### config.mk
export PLATFORM = sky130hd
export DESIGN_NAME = alu_wb_buffer
export DESIGN_NICKNAME = d
export VERILOG_FILES = /design/src/rtl/alu_wb_buffer.sv
export SDC_FILE = /design/constraint.sdc
export NUM_CORES = 1
export LEC_CHECK = 0
export ABC_AREA = 1
export BUFFER_PORTS_ARGS = -buffer_cell sky130_fd_sc_hd__buf_2
export CORE_MARGIN = 4
export CORE_UTILIZATION = 50
export CTS_BUF_LIST = sky130_fd_sc_hd__clkbuf_2 sky130_fd_sc_hd__clkbuf_4 sky130_fd_sc_hd__clkbuf_8
export CTS_CLUSTER_DIAMETER = 100
export DETAILED_ROUTE_END_ITERATION = 10
export PLACE_DENSITY = 0.71
export RECOVER_POWER = 100
export SKIP_LAST_GASP = 1
export SYNTH_ARGS = -nofsm -noshare
export SYNTH_HDL_FRONTEND = slang
export SYNTH_SLANG_ARGS = --single-unit
### constraint.sdc
create_clock -name clk -period 4.1 [get_ports clk]
set_input_delay 0.205 -clock clk [delete_from_list [all_inputs] [get_ports clk]]
set_output_delay 0.205 -clock clk [all_outputs]
set_load 0.02 [all_outputs]
### src/rtl/alu_wb_buffer.sv
// ALU writeback buffer: in-order FIFO between ALU completion and the CDB arbiter.
// Optional same-cycle bypass of alu_in to the CDB when empty: define ALU_WB_BYPASS_EN.

package types_pkg;
  typedef struct packed {
    logic        fu_alu_done;
    logic [6:0]  p_alu;
    logic [4:0]  rob_fu_alu;
    logic [31:0] data;
  } alu_data;
endpackage

module alu_wb_buffer
  import types_pkg::*;
#(
  parameter int unsigned DEPTH = 4,
  parameter int unsigned PD_W  = 7,
  parameter int unsigned ROB_W = 5
) (
  input  logic             clk,
  input  logic             reset,
  input  alu_data          alu_in,
  input  logic             flush,
  input  logic             cdb_grant,
  output logic             cdb_valid,
  output logic [PD_W-1:0]  cdb_pd,
  output logic             cdb_prf_we,
  output logic [ROB_W-1:0] cdb_rob,
  output logic [31:0]      cdb_data,
  output logic             alu_wb_ready,
  output logic             overflow
);

  localparam int unsigned PtrW = $clog2(DEPTH);
  localparam int unsigned CntW = $clog2(DEPTH + 1);

  logic [PD_W-1:0]  pd_mem   [DEPTH];
  logic [ROB_W-1:0] rob_mem  [DEPTH];
  logic [31:0]      data_mem [DEPTH];

  logic [PtrW-1:0] head_q, head_d, tail_q, tail_d;
  logic [CntW-1:0] count_q, count_d;
  logic            overflow_q;

  logic fifo_valid, full, push, pop, ovf_set, byp;
  logic [PD_W-1:0]  in_pd;
  logic [ROB_W-1:0] in_rob;

  assign in_pd      = PD_W'(alu_in.p_alu);
  assign in_rob     = ROB_W'(alu_in.rob_fu_alu);
  assign fifo_valid = (count_q != '0);
  assign full       = (count_q == CntW'(DEPTH));

`ifdef ALU_WB_BYPASS_EN
  assign byp = !fifo_valid && alu_in.fu_alu_done;
`else
  assign byp = 1'b0;
`endif

  // A bypassed result granted this cycle is consumed and never enters the FIFO.
  assign pop     = !flush && fifo_valid && cdb_grant;
  assign push    = !flush && alu_in.fu_alu_done && !(byp && cdb_grant) && (!full || pop);
  assign ovf_set = !flush && alu_in.fu_alu_done && full && !pop;

  // Reserve one slot for the result already in flight from the ALU.
  assign alu_wb_ready = (count_q < CntW'(DEPTH - 1));
  assign overflow     = overflow_q;

  always_comb begin
    cdb_valid  = !flush && (fifo_valid || byp);
    cdb_pd     = '0;
    cdb_rob    = '0;
    cdb_data   = '0;
    if (cdb_valid) begin
      if (fifo_valid) begin
        cdb_pd   = pd_mem[head_q];
        cdb_rob  = rob_mem[head_q];
        cdb_data = data_mem[head_q];
      end else begin
        cdb_pd   = in_pd;
        cdb_rob  = in_rob;
        cdb_data = alu_in.data;
      end
    end
    cdb_prf_we = cdb_valid && (cdb_pd != '0);
  end

  always_comb begin
    head_d  = head_q;
    tail_d  = tail_q;
    count_d = count_q;
    if (pop)  head_d = head_q + 1'b1;
    if (push) tail_d = tail_q + 1'b1;
    unique case ({push, pop})
      2'b10:   count_d = count_q + 1'b1;
      2'b01:   count_d = count_q - 1'b1;
      default: count_d = count_q;
    endcase
  end

  always_ff @(posedge clk) begin
    if (reset) begin
      head_q     <= '0;
      tail_q     <= '0;
      count_q    <= '0;
      overflow_q <= 1'b0;
    end else if (flush) begin
      head_q  <= '0;
      tail_q  <= '0;
      count_q <= '0;
    end else begin
      head_q     <= head_d;
      tail_q     <= tail_d;
      count_q    <= count_d;
      overflow_q <= overflow_q | ovf_set;
    end
  end

  // Storage needs no reset: outputs are gated by count.
  always_ff @(posedge clk) begin
    if (push) begin
      pd_mem[tail_q]   <= in_pd;
      rob_mem[tail_q]  <= in_rob;
      data_mem[tail_q] <= alu_in.data;
    end
  end

endmodule

==> results of run 1 <==
==> how the worst max path moves through the flow <==
stage | from | end | slack, ns
2_1_floorplan | count_q[2]$_SDFFE_PP0P_ | data_mem[0][0]$_DFFE_PP_ | 0.95
3_3_place_gp | flop | cdb_prf_we | 1.61
3_5_place_dp | flop | cdb_prf_we | 1.56
4_1_cts | flop | cdb_prf_we | 1.07
5_1_grt | count_q[1]$_SDFFE_PP0P_ | data_mem[0][28]$_DFFE_PP_ | 0.42
6_report | count_q[0]$_SDFFE_PP0P_ | data_mem[2][22]$_DFFE_PP_ | 0.76
==> registers in the layout, summed over array words and instances, names as in the netlist, named ones only <==
name	count
count_q	3
data_mem	128
head_q	2
overflow	1
pd_mem	28
rob_mem	20
tail_q	2
==> per-stage QoR <==
stage / cells / power, W / area (um^2)
after floorplan: 610 / 0.00224 / 7440
after global placement: 863 / 0.00231 / 8030
after detailed placement: 863 / 0.00231 / 8030
after CTS: 940 / 0.00342 / 8830
after global routing: 942 / 0.00352 / 8660
final: 942 / 0.00339 / 8660
==> where the power goes <==
group	switching [W]	internal, W	leakage, nW
Combinational	0.000114	0.0000646	1.12
Sequential	0.0000102	0.00210	1.68
Clock	0.000611	0.000487	0.179
Total	0.000735	0.00265	2.98
==> per-layer routing <==
metal | GRT usage | vias to the layer above | routed length, um
met2 | 0.321 | 181 | 8000
met1 | 0.256 | 2388 | 6600
met4 | 0.0483 | 0 | 143
li1 | - | 2389 | -
met5 | 0 | - | 0
met3 | 0.0594 | 15 | 1100
==> final cells by class <==
cell class | count | area (um^2) | share of cell area
inverters | 24 | 92.6 | 0.0107
well taps | 184 | 230 | 0.0266
repair buffers | 146 | 848 | 0.0979
clock buffers | 19 | 249 | 0.0287
clock inverters | 13 | 101 | 0.0117
diodes | 2 | 5.00 | 0.000578
flip-flops and latches | 186 | 5490 | 0.634
multi-input cells | 368 | 1640 | 0.190
==> what timing repair did <==
item | 4_1_cts | 5_1_grt
resized for setup | 0 | 0
hold buffers | 45 | 0
endpoints found under the hold margin | 176 | 0
==> synthesized netlist by cell type <==
library cell / instances
buf_4: 11
inv_1: 20
fa_1: 1
nor2_4: 1
nand2_1: 25
nand4_1: 3
buf_2: 7
edfxtp_1: 176
dfxtp_1: 10
inv_2: 3
nand3_1: 9
buf_1: 2
nand2_2: 4
buf_6: 3
inv_4: 1
nand3_4: 1
nor2_1: 184
clkbuf_1: 9
a21oi_1: 46
a21oi_4: 1
nand3_2: 1
o21ai_0: 82
ha_1: 4
o21ai_1: 5
o21ai_2: 1
==> worst reg2reg max path: stages (launching register included) <==
cell	delay (ns)
dfxtp_1	0.39
nor2_1	0.13
nand2_1	0.12
nand3_1	0.17
nand3_1	0.16
nand2_1	0.21
nor2_2	1.24
clkbuf_2	0.57
==> logic make-up after synthesis <==
family | Yosys count | share of synthesized area
AOI/OAI and AO/OA | 135 | 0.0928
adders and majority gates | 5 | 0.00941
buffers and inverters | 56 | 0.0383
DFF | 186 | 0.737
and+or+nand+nor | 228 | 0.123
==> impl_metrics.tcl, run 1 <==
set metrics [dict create \
    setup_ws_ns 0.765 \
    ir_worst_vdd_v 0.000218 \
    fp.dieW_um 130 \
    fp-row-count 44 \
    n_fill_cell 1194 \
    synthCells 610 \
    critPathBufInv 1 \
    timing.rr.end "data_mem[2][22]$_DFFE_PP_" \
    timing.final.crit_period_ns 3.34 \
    synth_nets 664 \
    drt_wl_total_mm 15.8 \
    synth_top_cells_by_area "edfxtp_1 (71%), nor2_1 (9.3%), o21ai_0 (5.5%), a21oi_1 (3.1%), dfxtp_1 (2.7%)" \
    arrival_ns 3.44 \
    netlist-cell-type-count 25 \
    cp_top_family "simple AND/OR/NAND/NOR gates" \
    final_common_cell "nor2_1" \
    num_vias 4973 \
    yosysSeqAreaShare 0.737 \
    grt_pass1_vias 5030 \
    powerDensity_mw_per_mm2 391 \
    min_period_over_period 0.814 \
    hold_depth 4 \
    drt_pass1_iterations 5 \
    finalSetupTns_ns 0 \
    core_mm2 0.0145 \
    hold_viol 0 \
    antenna_found_initial 2 \
    port_buffers 96 \
    routabilityCongestion 0.832 \
    max_slew_margin -0.0500 \
    crit_type "reg2reg" \
    grt_pass1_wl_mm 25.1 \
    cts_inserted_buffers 17 \
    gr-total-overflow 0 \
    violations "max-capacitance violations, max-slew violations" \
    crit_chain "nor2_1, nand2_1, nand3_1, nand3_1, nand2_1, nor2_2, clkbuf_2" \
    cts_max_path_buffers 2 \
    synth_area_mm2 0.00744 \
    grt_usage 0.195 \
    drt_iter0_markers 368 \
    hp-start "flush" \
    cts_setup_buffers 0 \
    root_buffer "clkbuf_8" \
    clock_latency_ns 0.45 \
    min_to "count_q[2]$_SDFFE_PP0P_" \
    pre_cts_slack_ns 1.56 \
    leakage_nw 2.98 \
    regToRegStartpoint "count_q[0]$_SDFFE_PP0P_" \
    synth_top_cell_by_area "edfxtp_1" \
    max_freq_mhz 300 \
    grt_max_degree 90 \
    netlist.area_leader.share 0.710 \
    syn_area_per_cell_um2 12.2 \
    crit_path_max_fanout 30 \
    setup.worst_path.end_class "flop" \
    cts.reportedPaths.clkPinSlew_ns 0.08 \
    rsz0062_at_grt "false" \
    outcome "finished, violations left" \
    finalSetupViolations 0 \
    slew_viol_final 31 \
    dp_hpwl_mm 9.49 \
    finClkSkew_ns 0.00868 \
    slowest_stage "nor2_2" \
    routed_via_density 5.28 \
    ys_seq_elements 186 \
    die_area_mm2 0.0169 \
    postRouteAntennaNets 0 \
    final_util 0.596 \
    worstPathRequired_ns 4.21 \
    io_pins 97 \
    worstHoldPathType "in2reg" \
    worst_pin_slew_ns 1.57 \
    htreeDepth 4 \
    max_stage_delay_ns 1.24 \
    start_util 0.512 \
    final_net_count 797 \
    ys_warn_count 0 \
    timing.hold.ws_ns 0.138 \
    cp_num_cells 7 \
    clock_sinks 186 \
    drive_gt1_frac 0.0675 \
    cts_tree "built" \
    layout_common_cells "nor2_1 (181), edfxtp_1 (176), clkbuf_1 (88)" \
    cap_viol_max_count 2 \
    route.detailed.drc 0 \
    startpoint_type "flop" \
    die_height_um 130 \
    wire_per_inst_um 16.8 \
    r2r_setup_slack_ns 0.76 \
    r2r_cells 7 \
    area_growth_pct 16.4 \
]
Note: power is estimated with default switching activity, not from simulation.
==> run 2, diff against run 1 <==
==> constraint.sdc (replaced) <==
create_clock -name clk -period 3.2 [get_ports clk]
set_input_delay 0.16 -clock clk [delete_from_list [all_inputs] [get_ports clk]]
set_output_delay 0.16 -clock clk [all_outputs]
set_load 0.02 [all_outputs]
==> run 2 against run 1 <==
Net effect:
- the run now ends clean
- clock-buffer cell count rose by 1
- worst setup slack got worse by 0.44 ns
- first-iteration DRC count rose by 7.3%
- clock skew rose by 0.0058 ns
- sequential share of layout area fell by 0.67 points
- routed wire length fell by 0.35%
- utilization rose by 0.64 points
==> impl_metrics.tcl, run 2 (same netlist as run 1, synthesis figures left out) <==
set metrics [dict create \
    outcome "complete, no violations" \
    p_int_w 0.00357 \
    hold_depth 4 \
    final_common_cell "nor2_1" \
    cts_tree "built" \
    drt_wl_total_mm 15.8 \
    max_freq_mhz 347 \
    worstPathRequired_ns 3.35 \
    start_util 0.512 \
    grt_max_degree 89 \
    timing.final.crit_period_ns 2.88 \
    largestRegisters "data_mem x128, pd_mem x28, rob_mem x20" \
    crit_path_max_fanout 24 \
    clock_sinks 186 \
    largest_register "data_mem" \
    dp_hpwl_mm 9.27 \
    drive_gt1_frac 0.0751 \
    core_mm2 0.0145 \
    crit_type "reg2reg" \
    powerDensity_mw_per_mm2 515 \
    grt_pass1_vias 4816 \
    p_switching_w 0.000935 \
    finClkSkew_ns 0.0145 \
    layout.cells.non_filler 943 \
    combPwrFrac 0.052 \
    area_growth_pct 17.6 \
    drt_pass1_iterations 5 \
    grt_pass1_wl_mm 24.4 \
    fp.dieW_um 130 \
    hold_viol 0 \
    multi_input_area_mm2 0.00165 \
    clkPwrFrac 0.348 \
    cts_setup_buffers 0 \
    cts.hold.buffers_added 45 \
    worst_pin_slew_ns 1.32 \
    finalPower_w 0.00451 \
    num_vias 4966 \
    cts_max_path_buffers 2 \
    root_buffer "clkbuf_8" \
    port_buffers 96 \
    finalSetupViolations 0 \
    clock_latency_ns 0.46 \
    min_period_over_period 0.900 \
    num_antenna_cells 0 \
    setup.worst_path.end_class "flop" \
    cts_resized 0 \
    antenna_found_initial 0 \
    drt_iter0_markers 395 \
    wire_per_inst_um 16.7 \
    largest_reg_flops 128 \
    finalSetupTns_ns 0 \
    postRouteAntennaNets 0 \
    n_fill_cell 1203 \
    cts.reportedPaths.clkPinSlew_ns 0.09 \
    die_height_um 130 \
    ir_worst_vdd_v 0.000341 \
    worstHoldPathType "in2reg" \
    route.detailed.drc 0 \
    startpoint_type "flop" \
    routabilityCongestion 0.816 \
    fp-row-count 44 \
    arrival_ns 3.03 \
    gr-total-overflow 0 \
    cap_viol_max_count 0 \
    netSwitchingFraction 0.207 \
    final_net_count 800 \
    die_area_mm2 0.0169 \
    rsz0062_at_grt "false" \
    routed_via_density 5.27 \
    seq_power_share 0.600 \
    timing.hold.ws_ns 0.0846 \
    htreeDepth 4 \
    r2r_cells 7 \
    slew_viol_final 0 \
    max_slew_margin 0.122 \
    leakage_nw 3.03 \
    io_pins 97 \
    seq_area_mm2 0.00549 \
    grt_usage 0.191 \
    cts_inserted_buffers 17 \
    layout_common_cells "nor2_1 (181), edfxtp_1 (176), clkbuf_1 (88)" \
    dp_cells 866 \
]
[run 2: changes by cell type in the layout (fill, tap and decap cells not counted), sizes merged]
cell,change
buf,+3
bufinv,+2
clkbuf,+1
clkinv,-3
diode,-2
[run 2: area by class of cell]
cell class	count	share of cell area
clock buffer	20	0.0293
multi-input combinational	368	0.189
timing repair buffer	149	0.101
inverter	24	0.0106
clock inverter	12	0.0167
sequential	186	0.627
tap	184	0.0263
[run 2: final timing paths]
path,start,to,slack [ns]
min,flush,count_q[2]$_SDFFE_PP0P_,0.08
max,count_q[1]$_SDFFE_PP0P_,pd_mem[2][4]$_DFFE_PP_,0.32
min reg2reg,overflow$_SDFFE_PP0N_,overflow$_SDFFE_PP0N_,0.46
max reg2reg,count_q[1]$_SDFFE_PP0P_,pd_mem[2][4]$_DFFE_PP_,0.32
[run 2: per-layer routing]
| layer | wire, um | part of all wire | vias to the layer above | GRT usage |
|---|---|---|---|---|
| li1 | - | - | 2401 | - |
| met1 | 6710 | 0.43 | 2374 | 0.255 |
| met2 | 7820 | 0.50 | 175 | 0.314 |
| met3 | 1090 | 0.069 | 16 | 0.0499 |
| met4 | 165 | 0.010 | 0 | 0.0507 |
| met5 | 0 | 0 | - | 0 |
[run 2: power by group through the flow]
stage          combinational, W  clock [W]  sequential (W)
6_report               0.000233    0.00157         0.00271
2_1_floorplan          0.000107          0         0.00276
4_1_cts                0.000248    0.00160         0.00271
3_3_place_gp           0.000197          0         0.00276
5_1_grt                0.000258    0.00172         0.00271
3_5_place_dp           0.000205          0         0.00276
[run 2: worst max-delay path, stage by stage, from the launching register on]
cell and delay, ns:
dfxtp_1 0.39, nor2_1 0.12, nand2_1 0.13, nand3_1 0.18, nand3_1 0.20, nand2_1 0.29, nor2_2 0.97, buf_12 0.29
[run 2: through the flow]
| step | instance area [um^2] | setup WS [ns] | util |
|---|---|---|---|
| after detailed placement | 8070 | 0.916 | 0.555 |
| after global routing | 8750 | 0.118 | 0.602 |
| final | 8750 | 0.321 | 0.602 |
| after floorplan | 7440 | 0.0531 | - |
| after global placement | 8070 | 1.05 | 0.555 |
| after CTS | 8920 | 0.504 | 0.614 |
==> run 3, diff against run 2 <==
--- a/config.mk
+++ b/config.mk
@@ -7,11 +7,13 @@
 export LEC_CHECK = 0
 export ABC_AREA = 1
 export BUFFER_PORTS_ARGS = -buffer_cell sky130_fd_sc_hd__buf_2
+export CORE_ASPECT_RATIO = 0.9
 export CORE_MARGIN = 4
 export CORE_UTILIZATION = 50
 export CTS_BUF_LIST = sky130_fd_sc_hd__clkbuf_2 sky130_fd_sc_hd__clkbuf_4 sky130_fd_sc_hd__clkbuf_8
 export CTS_CLUSTER_DIAMETER = 100
 export DETAILED_ROUTE_END_ITERATION = 10
+export GPL_ROUTABILITY_DRIVEN = 0
 export PLACE_DENSITY = 0.71
 export RECOVER_POWER = 100
 export SKIP_LAST_GASP = 1
==> run 3 against run 2 <==
Net effect:
- clock skew decreased by 0.0034 ns
- via count decreased by 0.34%
- clock power barely moved
- cell area barely moved
- cell count up 1.4%
- non-clock buffer count unchanged
- clock-buffer cell count is 2 higher
- die area is essentially flat
- largest cell class unchanged
- critical endpoint is now rob_mem[0][4]$_DFFE_PP_
==> impl_metrics.tcl, run 3 (same netlist as run 1, synthesis figures left out) <==
set metrics [dict create \
    final_common_cell "nor2_1" \
    startpoint_type "flop" \
    root_buffer "clkbuf_8" \
    n_fill_cell 1184 \
    p_int_w 0.00358 \
    worstHoldPathType "in2reg" \
    min_period_over_period 0.870 \
    finalSetupTns_ns 0 \
    crit_path_max_fanout 37 \
    leakage_nw 3.04 \
    cts_inserted_buffers 17 \
    combPwrFrac 0.051 \
    r2r_cells 7 \
    grt_pass1_wl_mm 24.1 \
    die_area_mm2 0.0169 \
    timing.final.crit_period_ns 2.78 \
    hold_viol 0 \
    gr-total-overflow 0 \
    setup_ws_ns 0.417 \
    num_antenna_cells 0 \
    largest_register "data_mem" \
    critPathLaunch "count_q[2]$_SDFFE_PP0P_" \
    cap_viol_max_count 0 \
    rsz0062_at_grt "false" \
    finalSetupViolations 0 \
    outcome "complete, no violations" \
    clock_latency_ns 0.45 \
    dp_cells 880 \
    crit_type "reg2reg" \
    route.detailed.drc 0 \
    clock_sinks 186 \
    dp_hpwl_mm 8.94 \
    setup.worst_path.end "rob_mem[0][4]$_DFFE_PP_" \
    arrival_ns 2.87 \
    num_vias 4949 \
    routed_via_density 5.18 \
    max_freq_mhz 359 \
    drt_pass1_iterations 4 \
    cts_tree "built" \
    grt_pass1_vias 4799 \
    core_mm2 0.0147 \
    grt_usage 0.190 \
    hp-start "flush" \
    port_buffers 96 \
    wire_per_inst_um 16.2 \
    fp.dieW_um 137 \
    layout_common_cells "nor2_1 (185), edfxtp_1 (176), clkbuf_1 (86)" \
    seq_power_share 0.602 \
    largest_reg_flops 128 \
    io_pins 97 \
    drt_wl_total_mm 15.5 \
    netSwitchingFraction 0.202 \
    regToRegStartpoint "count_q[2]$_SDFFE_PP0P_" \
    pre_cts_slack_ns 1.02 \
    worst_pin_slew_ns 1.02 \
    setup.worst_path.end_class "flop" \
    cts.reportedPaths.clkPinSlew_ns 0.08 \
    p_switching_w 0.000909 \
    worstPathRequired_ns 3.29 \
    layout.cells.non_filler 956 \
    drt_iter0_markers 259 \
    ir_worst_vdd_v 0.000320 \
    final_net_count 800 \
    drive_gt1_frac 0.0712 \
    timing.rr.end "rob_mem[0][4]$_DFFE_PP_" \
    finClkSkew_ns 0.0111 \
    start_util 0.508 \
    cts_max_path_buffers 2 \
    r2r_setup_slack_ns 0.42 \
    grt_max_degree 89 \
    final_util 0.597 \
    powerDensity_mw_per_mm2 513 \
    die_height_um 124 \
    area_growth_pct 17.7 \
    largestRegisters "data_mem x128, pd_mem x28, rob_mem x20" \
    antenna_found_initial 0 \
    max_slew_margin 0.315 \
    postRouteAntennaNets 0 \
    clkPwrFrac 0.347 \
    slew_viol_final 0 \
    htreeDepth 4 \
    fp-row-count 42 \
]
==> run 3: layer usage <==
layer | vias up | part of all wire | GRT usage | routed length [um]
met1 | 2384 | 0.43 | 0.246 | 6720
met2 | 145 | 0.49 | 0.317 | 7640
met3 | 21 | 0.053 | 0.0355 | 824
met4 | 0 | 0.020 | 0.0838 | 306
met5 | - | 0 | 0 | 0
li1 | 2399 | - | - | -
==> run 3: cell type report <==
class                           count  area [um^2]  share of cell area
Sequential cell                   186         5490               0.627
Multi-Input combinational cell    368         1630               0.186
Timing Repair Buffer              149          903               0.103
Clock buffer                       22          272              0.0310
Tap cell                          198          248              0.0283
Clock inverter                      9          124              0.0141
Inverter                           24         92.6              0.0106
==> run 3: what timing repair did <==
action | CTS | global route
hold buffers | 45 | 0
hold endpoints to repair | 177 | 0
setup buffers | 0 | 0
resized for setup | 0 | 0
==> run 3: worst min path at each step <==
stage	end	slack [ns]	cells past startpoint
after floorplan	overflow$_SDFFE_PP0N_	0.23	1
after global placement	overflow$_SDFFE_PP0N_	0.33	2
after detailed placement	overflow$_SDFFE_PP0N_	0.34	2
after CTS	count_q[2]$_SDFFE_PP0P_	0.1	4
after global routing	count_q[2]$_SDFFE_PP0P_	0.11	4
final	tail_q[0]$_SDFFE_PP0P_	0.1	4
==> run 3: power by group through the flow <==
stage	combinational (W)	clock [W]	sequential, W
after floorplan	0.000107	0	0.00276
after global placement	0.000198	0	0.00276
after detailed placement	0.000207	0	0.00276
after CTS	0.000251	0.00158	0.00271
after global routing	0.000255	0.00169	0.00271
final	0.000230	0.00156	0.00271
==> run 3: critical path: stages, from the launching register on <==
cell and delay (ns):
dfxtp_1 0.42, inv_2 0.08, nand2_1 0.11, nand3_1 0.16
nand3_1 0.16, nand2_1 0.16, nor2_1 0.62, clkbuf_4 0.70
==> run 3: stage by stage <==
step	power, W	hold WS, ns	instance area, um^2
2_1_floorplan	0.00287	0.229	7440
3_3_place_gp	0.00296	0.332	8110
3_5_place_dp	0.00297	0.335	8110
4_1_cts	0.00453	0.100	8960
5_1_grt	0.00466	0.105	8760
6_report	0.00449	0.0990	8760
